[src/rtl/dram_arb_pkg.sv]
// Shared definitions for the DRAM request arbiter.
// Contents:
//   ADDR_W_DEF, DATA_W_DEF : default address / data widths
//   CMD_WRITE, CMD_READ    : controller app_cmd encodings
//   req_idx_t              : requester index, sized for the largest supported NUM_REQ
//   arb_state_t            : arbiter FSM state
package dram_arb_pkg;

  localparam int ADDR_W_DEF  = 24;
  localparam int DATA_W_DEF  = 128;
  localparam int MAX_NUM_REQ = 4;

  localparam logic [2:0] CMD_WRITE = 3'b000;
  localparam logic [2:0] CMD_READ  = 3'b001;

  typedef logic [$clog2(MAX_NUM_REQ)-1:0] req_idx_t;

  typedef enum logic {
    ST_ARB   = 1'b0,  // no command held
    ST_ISSUE = 1'b1   // command held on mem_* outputs
  } arb_state_t;

endpackage

[src/rtl/dram_tag_fifo.sv]
// In-order tag FIFO: remembers which requester owns each read that the
// controller has accepted but not yet returned.
// Ports:
//   clk_i, rst_i   : clock, asynchronous active-high reset
//   push_i         : write push_data_i (ignored when full unless popping too)
//   push_data_i    : requester index of the accepted read
//   pop_i          : drop the head entry (ignored when empty)
//   head_o         : current head entry
//   count_o        : occupancy, 0..DEPTH
//   empty_o/full_o : occupancy flags
module dram_tag_fifo
  import dram_arb_pkg::*;
#(
  parameter  int DEPTH = 16,
  localparam int PTR_W = $clog2(DEPTH),
  localparam int CNT_W = PTR_W + 1
) (
  input  logic             clk_i,
  input  logic             rst_i,
  input  logic             push_i,
  input  req_idx_t         push_data_i,
  input  logic             pop_i,
  output req_idx_t         head_o,
  output logic [CNT_W-1:0] count_o,
  output logic             empty_o,
  output logic             full_o
);

  req_idx_t         mem_q [DEPTH];
  logic [PTR_W-1:0] wr_ptr_q;
  logic [PTR_W-1:0] rd_ptr_q;
  logic [CNT_W-1:0] count_q;
  logic             do_push;
  logic             do_pop;

  assign empty_o = (count_q == '0);
  assign full_o  = (count_q == CNT_W'(DEPTH));
  assign do_pop  = pop_i & ~empty_o;
  // A simultaneous pop frees the slot, so a push into a full FIFO is legal then.
  assign do_push = push_i & (~full_o | do_pop);
  assign head_o  = mem_q[rd_ptr_q];
  assign count_o = count_q;

  // Storage needs no reset: entries are only read when count_q says they are valid.
  always_ff @(posedge clk_i) begin
    if (do_push) mem_q[wr_ptr_q] <= push_data_i;
  end

  always_ff @(posedge clk_i or posedge rst_i) begin
    if (rst_i) begin
      wr_ptr_q <= '0;
      rd_ptr_q <= '0;
      count_q  <= '0;
    end else begin
      if (do_push) wr_ptr_q <= wr_ptr_q + PTR_W'(1);
      if (do_pop)  rd_ptr_q <= rd_ptr_q + PTR_W'(1);
      case ({do_push, do_pop})
        2'b10:   count_q <= count_q + CNT_W'(1);
        2'b01:   count_q <= count_q - CNT_W'(1);
        default: count_q <= count_q;
      endcase
    end
  end

endmodule

[src/rtl/dram_request_arbiter.sv]
// Round-robin arbiter sharing one DRAM controller app port among NUM_REQ
// requesters, with in-order routing of read data back to the issuing client.
// Handshake: a requester presents req_valid with a stable payload; req_ready
// pulses for exactly the cycle in which the payload is captured, after which
// the requester may present its next command. Responses are never
// backpressured.
// Ports:
//   clk_dram_ctrl, rst_dram_ctrl : UI clock, asynchronous active-high reset
//   en                            : permit new grants
//   req_valid/write/addr/wdata    : per-client command inputs
//   req_ready                     : one-hot capture pulse
//   rsp_valid, rsp_data           : one-hot read-return strobe and shared data
//   mem_*                         : controller app interface
//   rd_outstanding                : reads accepted by the controller, not yet returned
//   err_orphan_rd                 : sticky, read data arrived with no owner
//   dbg_state                     : arbiter FSM state
module dram_request_arbiter
  import dram_arb_pkg::*;
#(
  parameter  int NUM_REQ    = 3,
  parameter  int ADDR_W     = ADDR_W_DEF,
  parameter  int DATA_W     = DATA_W_DEF,
  parameter  int MAX_RD_OUT = 16,
  localparam int CNT_W      = $clog2(MAX_RD_OUT) + 1
) (
  input  logic                           clk_dram_ctrl,
  input  logic                           rst_dram_ctrl,
  input  logic                           en,
  input  logic [NUM_REQ-1:0]             req_valid,
  input  logic [NUM_REQ-1:0]             req_write,
  input  logic [NUM_REQ-1:0][ADDR_W-1:0] req_addr,
  input  logic [NUM_REQ-1:0][DATA_W-1:0] req_wdata,
  output logic [NUM_REQ-1:0]             req_ready,
  output logic [NUM_REQ-1:0]             rsp_valid,
  output logic [DATA_W-1:0]              rsp_data,
  output logic [ADDR_W-1:0]              mem_addr,
  output logic                           mem_en,
  output logic                           mem_write,
  output logic [DATA_W-1:0]              mem_wdata,
  output logic                           mem_wren,
  input  logic                           mem_rdy,
  input  logic                           mem_wdf_rdy,
  input  logic [DATA_W-1:0]              mem_rd_data,
  input  logic                           mem_rd_valid,
  output logic [CNT_W-1:0]               rd_outstanding,
  output logic                           err_orphan_rd,
  output arb_state_t                     dbg_state
);

  localparam logic [CNT_W:0] RD_LIMIT = (CNT_W+1)'(MAX_RD_OUT);

  arb_state_t           state_q;
  req_idx_t             ptr_q;
  req_idx_t             held_idx_q;
  logic                 mem_en_q;
  logic [2:0]           cmd_q;
  logic [ADDR_W-1:0]    mem_addr_q;
  logic [DATA_W-1:0]    mem_wdata_q;
  logic [NUM_REQ-1:0]   rsp_valid_q;
  logic [DATA_W-1:0]    rsp_data_q;
  logic                 err_q;

  logic                 accept;
  logic                 held_read;
  logic                 grant;
  logic                 read_room;
  logic [CNT_W:0]       rd_load;
  logic [NUM_REQ-1:0]   elig;
  req_idx_t             grant_idx;
  req_idx_t             tag_head;
  logic                 tag_empty;
  logic                 tag_full;

  // First eligible client after ptr, wrapping; ptr itself is checked last.
  function automatic req_idx_t rr_pick(input logic [NUM_REQ-1:0] e, input req_idx_t ptr);
    req_idx_t pick;
    logic     found;
    int       idx;
    pick  = ptr;
    found = 1'b0;
    for (int k = 1; k <= NUM_REQ; k++) begin
      idx = (int'(ptr) + k) % NUM_REQ;
      if (!found && e[req_idx_t'(idx)]) begin
        pick  = req_idx_t'(idx);
        found = 1'b1;
      end
    end
    return pick;
  endfunction

  assign mem_en    = mem_en_q;
  assign mem_write = (cmd_q == CMD_WRITE);
  assign mem_addr  = mem_addr_q;
  assign mem_wdata = mem_wdata_q;
  // Write data travels with the command, so the data strobe mirrors the command strobe.
  assign mem_wren  = mem_en_q & mem_write;
  assign rsp_valid = rsp_valid_q;
  assign rsp_data  = rsp_data_q;
  assign err_orphan_rd = err_q;
  assign dbg_state = state_q;

  assign accept    = mem_en_q & mem_rdy & (~mem_write | mem_wdf_rdy);
  // A held read has no tag yet but will need one, so it is reserved here.
  assign held_read = mem_en_q & ~mem_write;
  assign rd_load   = {1'b0, rd_outstanding} + {{CNT_W{1'b0}}, held_read};
  assign read_room = (rd_load < RD_LIMIT) & ~tag_full;

  always_comb begin
    elig = '0;
    for (int i = 0; i < NUM_REQ; i++) begin
      elig[i] = req_valid[i] & en & (req_write[i] | read_room);
    end
  end

  // A new grant may replace the held command only in the cycle it is accepted.
  assign grant     = ((state_q == ST_ARB) | accept) & (|elig);
  assign grant_idx = rr_pick(elig, ptr_q);

  always_comb begin
    req_ready = '0;
    if (grant) req_ready[grant_idx] = 1'b1;
  end

  always_ff @(posedge clk_dram_ctrl or posedge rst_dram_ctrl) begin
    if (rst_dram_ctrl) begin
      state_q     <= ST_ARB;
      ptr_q       <= '0;
      held_idx_q  <= '0;
      mem_en_q    <= 1'b0;
      cmd_q       <= CMD_READ;
      mem_addr_q  <= '0;
      mem_wdata_q <= '0;
    end else begin
      if (grant) begin
        state_q     <= ST_ISSUE;
        mem_en_q    <= 1'b1;
        ptr_q       <= grant_idx;
        held_idx_q  <= grant_idx;
        cmd_q       <= req_write[grant_idx] ? CMD_WRITE : CMD_READ;
        mem_addr_q  <= req_addr[grant_idx];
        mem_wdata_q <= req_wdata[grant_idx];
      end else begin
        case (state_q)
          ST_ISSUE: begin
            if (accept) begin
              state_q  <= ST_ARB;
              mem_en_q <= 1'b0;
            end
          end
          default: begin
            state_q  <= ST_ARB;
            mem_en_q <= 1'b0;
          end
        endcase
      end
    end
  end

  always_ff @(posedge clk_dram_ctrl or posedge rst_dram_ctrl) begin
    if (rst_dram_ctrl) begin
      rsp_valid_q <= '0;
      rsp_data_q  <= '0;
      err_q       <= 1'b0;
    end else begin
      rsp_valid_q <= '0;
      if (mem_rd_valid) begin
        if (tag_empty) begin
          err_q <= 1'b1;
        end else begin
          rsp_valid_q[tag_head] <= 1'b1;
          rsp_data_q            <= mem_rd_data;
        end
      end
    end
  end

  dram_tag_fifo #(
    .DEPTH (MAX_RD_OUT)
  ) u_tag_fifo (
    .clk_i       (clk_dram_ctrl),
    .rst_i       (rst_dram_ctrl),
    .push_i      (accept & ~mem_write),
    .push_data_i (held_idx_q),
    .pop_i       (mem_rd_valid),
    .head_o      (tag_head),
    .count_o     (rd_outstanding),
    .empty_o     (tag_empty),
    .full_o      (tag_full)
  );

endmodule

[config.mk]
export PLATFORM = sky130hd
export DESIGN_NAME = dram_request_arbiter
export DESIGN_NICKNAME = d
export VERILOG_FILES = /design/src/rtl/dram_arb_pkg.sv /design/src/rtl/dram_tag_fifo.sv /design/src/rtl/dram_request_arbiter.sv
export SDC_FILE = /design/constraint.sdc
export NUM_CORES = 1
export LEC_CHECK = 0
export CORE_AREA = 2 2 346 348
export DETAILED_ROUTE_END_ITERATION = 7
export DIE_AREA = 0 0 348 350
export PLACE_DENSITY = 0.43
export SLEW_MARGIN = 20
export SYNTH_ARGS = -nofsm -noshare
export SYNTH_HDL_FRONTEND = slang
export SYNTH_SLANG_ARGS = --single-unit
[constraint.sdc]
create_clock -name clk_dram_ctrl -period 23 [get_ports clk_dram_ctrl]
set_input_delay 4.6 -clock clk_dram_ctrl [delete_from_list [all_inputs] [get_ports clk_dram_ctrl]]
set_output_delay 4.6 -clock clk_dram_ctrl [all_outputs]
set_load 0.02 [all_outputs]
* After elaboration in Yosys (flattened, before gate mapping) *
Memory sizes are Yosys's and may differ from the RTL's.
Cells that the tools add are included.

storage, ports and cells
  register bits after elaboration = 304
  memory bits (writable) = 32
  input port bits = 596
  output and inout port bits = 296
  logic and storage cells = 107
  memories kept = 1

memories
  memory            depth  width  rd ports  clocked after memory_dff  write ports  line                 text
  u_tag_fifo.mem_q  16     2      1         0                         1            dram_tag_fifo.sv:29  req_idx_t mem_q [DEPTH];

cells by class
  add/subtract/negate cells = 8
  div/mod/pow operators = 3
  order comparisons = 8
  equality and inequality tests = 4
  multiplexer cells = 34
  bitwise operators = 25
  reduce and logical (&&, ||, !) cells = 12

operator list
  cell                                                                                 count
  128-bit binary-select mux with 2-bit select                                          1
  128-bit 2-to-1 mux                                                                   1
  32-bit by 3-bit modulo with 32-bit output, second input constant                     3
  24-bit binary-select mux with 2-bit select                                           1
  24-bit 2-to-1 mux                                                                    1
  1-bit 2-to-1 mux                                                                     17
  1-bit bitwise AND                                                                    15
  2-bit by 3-bit < comparator with 1-bit output, second input constant                 5
  5-bit one-hot mux with 2 select lines                                                1
  3-bit 2-to-1 mux                                                                     3
  4-bit by 1-bit adder with 4-bit output, second input constant                        2
  1-bit binary-select mux with 2-bit select                                            4
  2-bit by 2-bit adder with 3-bit output, second input constant                        2
  5-bit by 1-bit adder with 6-bit output                                               1
  6-bit by 5-bit < comparator with 1-bit output, second input constant                 1
  2-bit 2-to-1 mux                                                                     3
  1-bit OR                                                                             6
  5-bit by 1-bit adder with 5-bit output, second input constant                        1
  5-bit equality test, second input constant                                           1
  5-bit zero test                                                                      1
  5-bit by 1-bit subtractor with 5-bit output, second input constant                   1
  1-bit demux with 2-bit select                                                        2
  2-bit by 1-bit greater-or-equal comparator with 1-bit output, second input constant  2
  1-bit logical AND                                                                    4
  10 further kinds                                                                     15

* Longest topological paths before layout *
  depth after elaboration = 22
  mapped depth = 13
  depth with buffers taken out = 13

* Cells and area by module *
A second synthesis with hierarchy kept.

second synthesis, totals
  cells, all modules = 1711
  area total of the unflattened synthesis = 15713.8 um^2

modules (own cells, without submodules)
  module                times used  cells an instance  area each (um^2)  seq. area each (um^2)
  dram_request_arbiter  1           1561               13538.0           7233.2
  dram_tag_fifo         1           150                2175.8            1286.2

* Least setup slack after synthesis *
Ideal clock, no wire load.

  path type = input-to-output
  start point = in req_write[1]
  end point = out req_ready[0]
  arrival = 6.527 ns
  data required time = 18.400 ns
  slack = 11.873 ns
  stages = 9
  path buffers = 2
  path through = nand3b_1 > o211ai_2 > o221ai_1 > and2_1 > o31ai_4 > nand2_2 > buf_2 > buf_2 > nor2_1

between the ends
  cells in the longest elaborated chain, start to end = 16
  elaborated cells between the ends (all ways) = 25
  those cells by class = 2 x order compare; 14 x mux; 3 x bitwise; 6 x reduce/logical

RTL lines
  what                                                                                                                                                 line                         text
  start: declaration                                                                                                                                   dram_request_arbiter.sv:30   input logic [NUM_REQ-1:0] req_write,
  1-bit OR *                                                                                                                                           dram_request_arbiter.sv:111  elig[i] = req_valid[i] & en & (req_write[i] | read_room);
  1-bit bitwise AND *                                                                                                                                  dram_request_arbiter.sv:111
  1-bit binary-select mux with 2-bit select                                                                                                            dram_request_arbiter.sv:83   if (!found && e[req_idx_t'(idx)]) begin
  1-bit 2-to-1 mux (implied by the code)                                                                                                               dram_request_arbiter.sv:83
  1-bit 2-to-1 mux                                                                                                                                     dram_request_arbiter.sv:83
  1-bit zero test                                                                                                                                      dram_request_arbiter.sv:83
  1-bit logical AND                                                                                                                                    dram_request_arbiter.sv:83
  1-bit 2-to-1 mux                                                                                                                                     dram_request_arbiter.sv:83
  1-bit zero test                                                                                                                                      dram_request_arbiter.sv:83
  1-bit logical AND                                                                                                                                    dram_request_arbiter.sv:83
  2-bit 2-to-1 mux                                                                                                                                     dram_request_arbiter.sv:83
  2-bit by 3-bit < comparator with 1-bit output (implied by the code) or 2-bit by 1-bit greater-or-equal comparator with 1-bit output (tied branches)  dram_request_arbiter.sv:121  if (grant) req_ready[grant_idx] = 1'b1;
  1-bit logical AND (implied by the code)                                                                                                              dram_request_arbiter.sv:121
  1-bit 2-to-1 mux (implied by the code)                                                                                                               dram_request_arbiter.sv:121
  1-bit demux with 2-bit select                                                                                                                        dram_request_arbiter.sv:121
  3-bit 2-to-1 mux *                                                                                                                                   dram_request_arbiter.sv:121
  end: declaration                                                                                                                                     dram_request_arbiter.sv:33   output logic [NUM_REQ-1:0] req_ready,

Mark *: on every way between the ends. The rest lies on a longest branch, timed or not. The select of a mux whose other input is x is not followed.

* Final worst setup path *
  start point = in req_write[1]
  end point = out req_ready[1]

The elaborated chain is that of the path after synthesis.

==> out/metrics.csv <==
stage;metric;value;unit
yosys;Commonest cells post-synth;nand2_1 (570), dfrtp_1 (301), mux2i_1 (153);
yosys;Synth Area in Simple Gates;15.5;%
worst_setup_path;Buffers & Inverters on Critical Path;4;
floorplanning;io pins;892;
yosys;post-synthesis sequential area ratio;53.0;%
timing;final slew viol count;0;
yosys;mux share of post-synthesis cell area;10.9;%
clocking;H-tree depth;2;
clocking;Clock Sinks;334;
worst_setup_path;most used cell, CP;clkdlybuf4s50_1;
routing;First-pass DRT Iterations;5;
global_route;GRT overflow;0;
power_and_ir_drop;VDD IR-drop max;0.0000700;V
clocking;Setup Buffers After CTS;0;
routing;DR iter-0 viols;905;
place;routability cong.;0.787;
timing;final hold viol count;0;
timing;worst setup margin;10.21;ns
routing;drt wl/cell;21.9;µm
worst_setup_path;Crit. path cell count;9;
worst_setup_path;Setup crit end kind;output pin;
floorplanning;die area;122000;µm²
clocking;clk root buf;clkbuf_16;
worst_hold_path;Hold Crit Class;reg -> reg;
final_layout;Final #Nets;3055;
yosys;cells after synthesis;1593;
yosys;Post-synth EDFFs;32;
timing;min cycle time layout;12.79;ns
timing;Fin Setup TNS;0;ns
clocking;CTS Hold Bufs;0;
worst_setup_path;reg2reg path depth;10;
floorplanning;die span in x;348;µm
global_route;vias in the first global route;15600;
global_route;GRT Resource Usage Total;13.9;%
yosys;Mapped Avg Cell Area;10.1;µm²
worst_setup_path;r2r setup slk;17.65;ns
global_route;largest net degree at the start of global routing;116;
place;DP HPWL;68600;µm
routing;vias per cell;3.75;
yosys;Synth Area in Compound Gates;12.3;%
worst_setup_path;CP Class;in -> out;
final_layout;Area Growth Syn to Fin;75.3;%
timing;Worst-Margin Slew;1.26;ns
floorplanning;core box area;118000;µm²
worst_setup_path;worst endpoint data arrival time;8.19;ns
yosys;Yosys Warn Count;0;
worst_setup_path;crit-path leading delay family;simple AND/OR/NAND/NOR gates;
yosys;Synth area leader;dfrtp_1;
worst_setup_path;crit-path max FO;47;
global_route;initial antenna violation count;23;
power_and_ir_drop;Final Total Pwr;3.55;mW
routing;via count;15100;
worst_hold_path;hold endpoint;rsp_data[17]$_DFFE_PP0P_;
worst_setup_path;critical register-to-register path startpoint;held_idx_q[0]$_DFFE_PP0P_;
power_and_ir_drop;Power Density;126;nW/µm²
routing;DRT antenna net count;0;
routing;Routed WL;88300;µm
clocking;CTS Buf Count;46;
place;# port buffers;891;
worst_hold_path;hold path cells;2;
floorplanning;Initial Util;13.6;%
worst_setup_path;crit-path cells;clkdlybuf4s50_1, nand3b_1, o211ai_2, and3_1, inv_1, nand2_4, or3_4, inv_2, clkdlybuf4s50_1;
yosys;Mapped Area;16100;µm²
global_route;first-pass GRT wire length;121000;µm
timing;upper clock frequency limit;78.2;MHz
timing;Final setup viols;0;
timing;RSZ-0062 raised after global routing;false;
clocking;Clock Path Buffers;3;
flow_run;max cap viols;0;
power_and_ir_drop;LEAKAGE;12.2;nW
clocking;Clk Latency, worst-skew pair;0.62;ns
floorplanning;Die H;350;µm
clocking;post-cts sizing count;0;
yosys;Post-Syn Nets;2201;
worst_setup_path;Setup crit start kind;input port;
worst_hold_path;Hold Startpoint;rsp_data[17]$_DFFE_PP0P_;
final_layout;fin area;28200;µm²
yosys;post-synthesis adder-cell area fraction;0.982;%
worst_setup_path;Data required, critical path;18.40;ns
place;Post-DP Area;26600;µm²
yosys;top-count cell post-synth;nand2_1;
clocking;CTS tree;built;
outcome;outcome;finished, final reports clean;
routing;# DRC;0;
worst_setup_path;max incr delay on CP;0.66;ns
yosys;most common flop cell mapped by yosys;dfrtp_1;
clocking;clock slew at reported path FFs;0.06;ns
timing;period utilization;55.6;%
yosys;post-synth top area share;46.9;%
timing;WHS;0.471;ns
yosys;library cells used by synthesis;49;
worst_setup_path;RR Endpoint;mem_wdata[77]$_DFFE_PP0P_;
worst_setup_path;slowest CP cell;or3_4;
yosys;main area contributors after synthesis;dfrtp_1 (47%), nand2_1 (13%), mux2i_1 (9.5%);
yosys;Synth Register Bits;334;
floorplanning;Placement Rows;126;
place;pre-CTS WS;10.20;ns
yosys;XOR/XNOR Fraction of Synth Area;0.600;%
yosys;FFs w/ async S/R, synth;90.4;%
yosys;largest family of logic cells by synthesized area;simple AND/OR/NAND/NOR gates;
timing;Slew HR;13.4;%
final_layout;number of fill cells in the layout;12700;
final_layout;share of layout cells above drive strength 1;7.20;%
timing;Final Skew;0.0321;ns
[where the power goes]
group          switching (mW)  leakage [nW]  internal, mW
clock network           0.309         0.720         0.411
logic                    1.08          7.42         0.800
registers               0.150          4.04         0.794
[metrics by stage]
step	instances	util [%]
CTS	4021	23.9
global placement	3935	22.6
floorplan	1593	-
detailed placement	3935	22.6
global route	4029	23.9
finish	4033	23.9
[per-layer routing]
layer  vias to the layer above  wire length, µm  track usage, %
li1                       7118                -               -
met1                      7274            36400            16.9
met2                       592            42500            23.1
met3                       117             7220            4.96
met4                        14             2070            3.91
met5                         -               89               0
[flip-flops by register name, summed over array words and instances, names as in the netlist]
signal	count
u_tag_fifo.rd_ptr_q	4
u_tag_fifo.count_o	5
u_tag_fifo.mem_q	32
mem_addr	24
cmd_q	1
held_idx_q	2
dbg_state	1
u_tag_fifo.wr_ptr_q	4
rsp_valid	3
mem_wdata	128
err_orphan_rd	1
mem_en	1
rsp_data	128
[how the worst max path moves through the flow]
stage | start | slack, ns | end
6_report | req_write[1] | 10.21 | req_ready[1]
5_1_grt | req_write[1] | 10.07 | req_ready[1]
4_1_cts | req_write[1] | 10.19 | req_ready[1]
3_5_place_dp | req_write[1] | 10.20 | req_ready[1]
3_3_place_gp | req_write[1] | 10.21 | req_ready[1]
2_1_floorplan | rst_dram_ctrl | 10.06 | dbg_state$_DFF_PP0_
[layout make-up]
| class | instances | area (µm²) | area share, % |
|---|---|---|---|
| repair buffers | 910 | 9070 | 32.2 |
| flip-flops and latches | 334 | 8520 | 30.3 |
| multi-input cells | 1003 | 6550 | 23.3 |
| well taps | 1536 | 1920 | 6.82 |
| clock buffers | 61 | 1260 | 4.47 |
| inverters | 152 | 581 | 2.06 |
| clock inverters | 25 | 228 | 0.809 |
| diodes | 12 | 30.0 | 0.107 |
[cells in the final DEF, fill, tap and decap left out, types with 9 or more instances in the layout]
| cell | netlist | final |
|---|---|---|
| clkdlybuf4s50_1 | 0 | 891 |
| nand2_1 | 570 | 569 |
| dfrtp_1 | 301 | 301 |
| mux2i_1 | 153 | 151 |
| inv_1 | 150 | 149 |
| o221ai_1 | 94 | 94 |
| o221ai_2 | 60 | 60 |
| clkbuf_16 | 0 | 46 |
| edfxtp_1 | 32 | 32 |
| and2_1 | 22 | 22 |
| buf_4 | 0 | 18 |
| diode_2 | 0 | 12 |
| ha_1 | 11 | 11 |
| nor2_1 | 10 | 10 |
| mux4_2 | 10 | 10 |
| clkinv_2 | 0 | 10 |
| clkbuf_1 | 63 | 10 |
| xnor2_1 | 9 | 9 |
[worst min-delay path, cell delays in order (launching register included)]
cell     delay, ns
dfrtp_1       0.33
nand2_1       0.05
nand2_1       0.06
[logic make-up after synthesis]
| family | after synthesis |
|---|---|
| and+or+nand+nor | 630 |
| DFF | 334 |
| buffers and inverters | 256 |
| AOI/OAI and AO/OA | 187 |
| muxes | 163 |
| adders and majority gates | 12 |
| xor gates and xnor gates | 11 |
Power figures use the tool's default switching activity.
